### src/rtl/mem_wb_razor_stage.sv
// MEM/WB stage: captures memory/ALU results, drives the register file, and uses a
// negedge shadow copy to catch late data, restore it, and stall upstream for one cycle.
// Ports: clk, reset (async, active-high); errorin (upstream error, forces a bubble);
//   MemData_in, res_in, regAddr_in, MemtoReg_in, RegWr_in, pcin (EX_MEM and memory inputs);
//   wbData_out, regAddr_out, RegWr_out (register-file write port);
//   errorout, stall_out, err_pc, err_count (Razor error status).
module mem_wb_razor_stage #(
  parameter int DW    = 32,
  parameter int CNT_W = 8
) (
  input  logic             clk,
  input  logic             reset,
  input  logic             errorin,
  input  logic [DW-1:0]    MemData_in,
  input  logic [DW-1:0]    res_in,
  input  logic [DW-1:0]    regAddr_in,
  input  logic             MemtoReg_in,
  input  logic             RegWr_in,
  input  logic [DW-1:0]    pcin,
  output logic [DW-1:0]    wbData_out,
  output logic [DW-1:0]    regAddr_out,
  output logic             RegWr_out,
  output logic             errorout,
  output logic             stall_out,
  output logic [DW-1:0]    err_pc,
  output logic [CNT_W-1:0] err_count
);

  typedef enum logic {RUN, RECOVER} state_t;

  state_t           state;
  logic [DW-1:0]    mem_q, res_q, addr_q, pc_q;
  logic             m2r_q, rw_q, rw_raw_q;
  logic             fresh_q;
  logic [DW-1:0]    sh_mem, sh_res, sh_addr;
  logic             sh_m2r, sh_rw;
  logic             err_q;
  logic [CNT_W-1:0] cnt_q;
  logic [DW-1:0]    err_pc_q;
  logic             mismatch;

  // Compare against the ungated write enable so an upstream bubble
  // is not mistaken for late data.
  assign mismatch =
    {MemData_in, res_in, regAddr_in, MemtoReg_in, RegWr_in} !=
    {mem_q, res_q, addr_q, m2r_q, rw_raw_q};

  // Shadow capture and error detection on the falling edge.
  // fresh_q masks the compare when main was not loaded at the last
  // rising edge (after reset or after recovery), since upstream may
  // then present an instruction main never captured.
  always_ff @(negedge clk or posedge reset) begin
    if (reset) begin
      sh_mem  <= '0;
      sh_res  <= '0;
      sh_addr <= '0;
      sh_m2r  <= 1'b0;
      sh_rw   <= 1'b0;
      err_q   <= 1'b0;
    end else if (state == RUN) begin
      sh_mem  <= MemData_in;
      sh_res  <= res_in;
      sh_addr <= regAddr_in;
      sh_m2r  <= MemtoReg_in;
      sh_rw   <= RegWr_in;
      err_q   <= fresh_q & mismatch;
    end else begin
      err_q   <= 1'b0;
    end
  end

  always_ff @(posedge clk or posedge reset) begin
    if (reset) begin
      state    <= RUN;
      mem_q    <= '0;
      res_q    <= '0;
      addr_q   <= '0;
      m2r_q    <= 1'b0;
      rw_q     <= 1'b0;
      rw_raw_q <= 1'b0;
      pc_q     <= '0;
      fresh_q  <= 1'b0;
      err_pc_q <= '0;
      cnt_q    <= '0;
    end else begin
      unique case (state)
        RUN: begin
          if (err_q) begin
            // Late data: restore the shadow copy; errorin is ignored.
            mem_q    <= sh_mem;
            res_q    <= sh_res;
            addr_q   <= sh_addr;
            m2r_q    <= sh_m2r;
            rw_q     <= sh_rw;
            rw_raw_q <= sh_rw;
            err_pc_q <= pc_q;
            if (cnt_q != '1)
              cnt_q <= cnt_q + CNT_W'(1);
            fresh_q  <= 1'b0;
            state    <= RECOVER;
          end else begin
            mem_q    <= MemData_in;
            res_q    <= res_in;
            addr_q   <= regAddr_in;
            m2r_q    <= MemtoReg_in;
            rw_q     <= RegWr_in & ~errorin;
            rw_raw_q <= RegWr_in;
            pc_q     <= pcin;
            fresh_q  <= 1'b1;
          end
        end
        RECOVER: begin
          fresh_q <= 1'b0;
          state   <= RUN;
        end
        default: state <= RUN;
      endcase
    end
  end

  assign errorout    = err_q & (state == RUN);
  assign stall_out   = (state == RECOVER);
  assign wbData_out  = m2r_q ? mem_q : res_q;
  assign regAddr_out = addr_q;
  assign RegWr_out   = rw_q & ~errorout;
  assign err_pc      = err_pc_q;
  assign err_count   = cnt_q;

endmodule

### config.mk
export PLATFORM = sky130hd
export DESIGN_NAME = mem_wb_razor_stage
export DESIGN_NICKNAME = d
export VERILOG_FILES = /design/src/rtl/mem_wb_razor_stage.sv
export SDC_FILE = /design/constraint.sdc
export NUM_CORES = 1
export LEC_CHECK = 0
export CELL_PAD_IN_SITES_DETAIL_PLACEMENT = 0
export CELL_PAD_IN_SITES_GLOBAL_PLACEMENT = 1
export CORE_ASPECT_RATIO = 0.9
export CORE_MARGIN = 2
export CORE_UTILIZATION = 45
export CTS_BUF_LIST = sky130_fd_sc_hd__clkbuf_8 sky130_fd_sc_hd__clkbuf_16
export DETAILED_ROUTE_END_ITERATION = 12
export PLACE_DENSITY = 0.89
export REMOVE_ABC_BUFFERS = 1
export SYNTH_ARGS = -nofsm -noshare
export SYNTH_HDL_FRONTEND = slang
export SYNTH_SLANG_ARGS = --single-unit
### constraint.sdc
create_clock -name clk -period 16.1 [get_ports clk]
set_input_delay 3.22 -clock clk [delete_from_list [all_inputs] [get_ports clk]]
set_output_delay 3.22 -clock clk [all_outputs]
set_load 0.01 [all_outputs]
== Yosys cells after proc, flatten, opt, wreduce, memory -nomap -nowiden ==
Cells that the tools add are included.
W data, S select, Z words.
Word-level totals
  bits in registers: 272
  input port bits: 133
  output and inout bits: 107
Cells by class
  add/subtract/negate cells: 1
  reductions and logical operators: 3
  equal/unequal tests: 2
  mux-type cells: 12
  bitwise logic cells: 8
Operators with widths (count)
  $mux W32: 4
  $ne A98 B98 Y1: 1
  $add A8 B1 Y8 const B: 1
  $ne A8 B8 Y1 const B: 1
  $mux W1: 6
  $and A1 B1 Y1: 4
  $not A1 Y1: 4
  $pmux W1 S2: 2
  $reduce_and A2 Y1: 2
  $reduce_and A3 Y1: 1

== Longest topological paths before layout ==
  depth after elaboration: 4
  gate-level depth with buffers: 7
  mapped depth without buffers: 6

==> out/results.txt <==
Yosys printed 0 warnings. The number of buffers created by CTS came out at 29. For this run, the leading register cell type out of synthesis is sky130_fd_sc_hd__dfrtp_1. 0 antenna diodes ended up in the layout. The floorplan has 57 rows.

The slew of the pin with the lowest slew margin was 1.04 ns; the area share of and/or/nand/nor cells after synthesis was 5.31%. After detailed routing, the average wire length per cell comes to 18.0 microns. The number of global-route vias before repair was 8408; the number of levels in the clock H-tree was 1. The post-synthesis compound-gate area fraction was 4.19%; the fraction of the yosys area taken by sequential cells was 55.0%. Total of buffers placed on input and output ports: 239. For the cell area after technology mapping, the log shows 12400 sq um. At the end of routability-driven placement, the weighted congestion stood at 0.791.

The region available for standard cell placement spans 27000 sq um. Of the total synthesized cell area, the portion taken by XOR and XNOR cells is 7.43%. The tools report the largest net degree at the start of global routing as 115.

The run gives 0 as the number of max-slew violations in the final report. For this block, the initial DRC count from the detailed router was 311. For the synthesized instance count, the log shows 978. The buffers inserted during post-CTS setup optimization was 0. Power spread over the standard cell area amounts to 96.1 nW/um^2. Among all cell types in the netlist, the one instantiated most often is sky130_fd_sc_hd__mux2_2. Synthesis-to-layout area growth: 28.8%.

Setup violations remaining at the end of the flow were counted as 0. The floorplan step set the die height to 161 microns. For this run, the post-layout net count is 1334.

The logs give 45.8% for the initial cell density of the core and 7.38 nW for the cell leakage power. The first global-routing pass estimated 45500 microns of wire. By area, the combinational part of the netlist is dominated by multiplexers. The setup slack after layout is 2.80 ns. In the post-synthesis netlist, the biggest area contributors are sky130_fd_sc_hd__dfrtp_1 (35%), sky130_fd_sc_hd__dfrtn_1 (20%), sky130_fd_sc_hd__mux2_2 (18%).

The number of remaining DRC errors came out at 0. Measured against the total synthesized area, the mux share comes to 25.7%. Start-to-end type of the worst setup path: flip-flop to primary output.

The synthesized design devotes to its leading area cell type 35.0% of total area. The worst reg2reg path depth was 3; the instance count along the most critical hold path was 1. The total of max-cap violations is 0, and the worst-case setup slack after placement is 2.65 ns.

Total grt overflow: 0. The die covers 28800 sq um. The share of total power dissipated in the clock network is 40.8%. The commonest cells after synthesis are sky130_fd_sc_hd__mux2_2 (195), sky130_fd_sc_hd__dfrtp_1 (173), sky130_fd_sc_hd__nand2_1 (102). For the largest vdd supply drop, the log shows 0.0000834 V. Counting along the longest clock path gives a buffer depth of 3.

The number of enable-type register cells in the synthesized netlist is 0. Of all nets on the critical path, the largest fanout is 12. The worst setup path is captured at a primary output. Detailed placement finished with a half-perimeter wire length of 19000 microns. For the net switching power, the log shows 0.000362 W. The synthesized design spends more area on one cell type than any other, namely sky130_fd_sc_hd__dfrtp_1. The share of power burned in registers is 48.7%, and the internal power summed over all cells is 0.00117 W. For the share of power burned in combinational logic, the log shows 10.6%. The I/O pin count was 240. STA classifies the critical path startpoint as a flip-flop. The via count was 8096. Across all hold checks on the routed design, the worst slack comes to 0.451 ns. The proportion of total power due to net switching was 23.7%; the clock-pin transition on the worst setup and hold timing paths was 0.05 ns. Setup repair after global routing left no endpoint under its margin. Path type of the worst min-delay path: flip-flop to flip-flop. Summing the areas of all fa, ha and maj instances in the mapped netlist gives 0.101% of the synthesized area. The fraction of final layout cells with drive strength greater than 1 is 20.6%, and the share of async-settable or async-resettable flops after synthesis is 100%. Gates resized during post-CTS repair numbered 0. Once detail routing completed, the nets flagged for antenna violations numbered 0. The number of sinks handled by clock tree synthesis was 272; the register bit count reported by yosys was 272. The run gives 19.9% as the total routing usage reported by global routing. The clock arrives with 0.0163 ns of skew. The run finished with clean final reports.

TritonCTS built the clock tree. Buffers inserted to repair hold after CTS numbered 0. Width of the chip: 179 microns. The clock latency on the worst-skew pair is 0.55 ns, and the post-synthesis area per instance is 12.6 sq um. The run gives 26 as the number of library cell types mapped by synthesis. Data on the critical path arrives at its endpoint at 10.08 ns. The final layout contains routed wiring with a total length of 28400 microns.

In this run the tightest slew margin relative to its limit is 30.2%. The final hold violation count came out at 0. The number of antenna violations at the first check in global routing is 1. The tools report the cell at the root of the clock tree as sky130_fd_sc_hd__clkbuf_16. The detailed-router iteration count before antenna repair was 4.

The detail-routed via count per cell was 5.14; the required time at the worst-slack endpoint was 12.88 ns.
## worst max-delay path, stage by stage, from the launching register on
cell,delay (ns)
sky130_fd_sc_hd__dfrtn_1,0.45
sky130_fd_sc_hd__nor2b_4,0.40
sky130_fd_sc_hd__clkdlybuf4s50_1,0.63
## metrics by stage
stage	TNS (ns)	total power (W)	util, %	instances	instance area, sq um
after global placement	0	0.000916	55.6	1523	15000
final	0	0.00153	58.9	1576	15900
after floorplan	-241.31	0.000826	-	922	12100
after CTS	0	0.00155	58.9	1576	15900
after detailed placement	0	0.000920	55.6	1523	15000
after global routing	0	0.00160	58.9	1576	15900
## layout by cell type (no fill, tap or decap), drive strengths merged, types with 20 or more instances in the layout
cell / netlist / layout
clkbuf: 17 / 35
clkdlybuf4s50: 0 / 239
dfrtn: 99 / 99
dfrtp: 173 / 173
mux2: 195 / 195
mux2i: 98 / 98
nand2: 102 / 102
nor4: 20 / 20
o21ai: 99 / 99
xnor2: 25 / 25
xor2: 80 / 80
## layer usage
metal	GRT usage, %	vias up	routed length, microns
li1	-	3870	-
met1	26.9	3946	12700
met2	30.9	235	12400
met3	6.87	43	2650
met4	4.47	2	615
met5	0	-	13
## final cells by class
cell class              instances  area (sq um)
clock buffers                  35           808
clock inverters                18          88.8
fillers                      2200         11100
inverters                       2          15.0
multi-input cells             648          5300
flip-flops and latches        272          6810
well taps                     354           443
repair buffers                247          2460
## logic make-up after synthesis
logic type,count (synthesis)
buffers and inverters,58
AND/OR/NAND/NOR,147
AO/OA/AOI/OAI,102
XOR/XNOR,105
adder cells (fa/ha/maj),1
multiplexers,293
flip-flops,272
## sequential cells by signal (all words and copies together) (netlist names), 8 cells and up
name and count:
res_q 32, mem_q 32, err_count 8, sh_addr 32
err_pc 32, sh_res 32, pc_q 32, sh_mem 32
regAddr_out 32
## path summary, 6_finish.rpt
check	slack [ns]	startpoint	end
max in group asynchronous	3.77	reset	sh_mem[16]
min in group asynchronous	3.22	reset	pc_q[13]
worst max-delay path	2.80	err_q	errorout
worst min register to register	0.45	sh_res[15]	sh_res[15]
worst min-delay path	0.45	sh_res[15]	sh_res[15]
worst max register to register	5.05	stall_out	sh_mem[2]
## power by group through the flow
stage	registers [W]	logic (W)	clock network [W]
floorplan	0.000754	0.0000722	0
global placement	0.000755	0.000161	0
detailed placement	0.000757	0.000163	0
CTS	0.000745	0.000165	0.000642
global route	0.000749	0.000178	0.000668
finish	0.000745	0.000162	0.000624
Power figures use the tool's default switching activity.
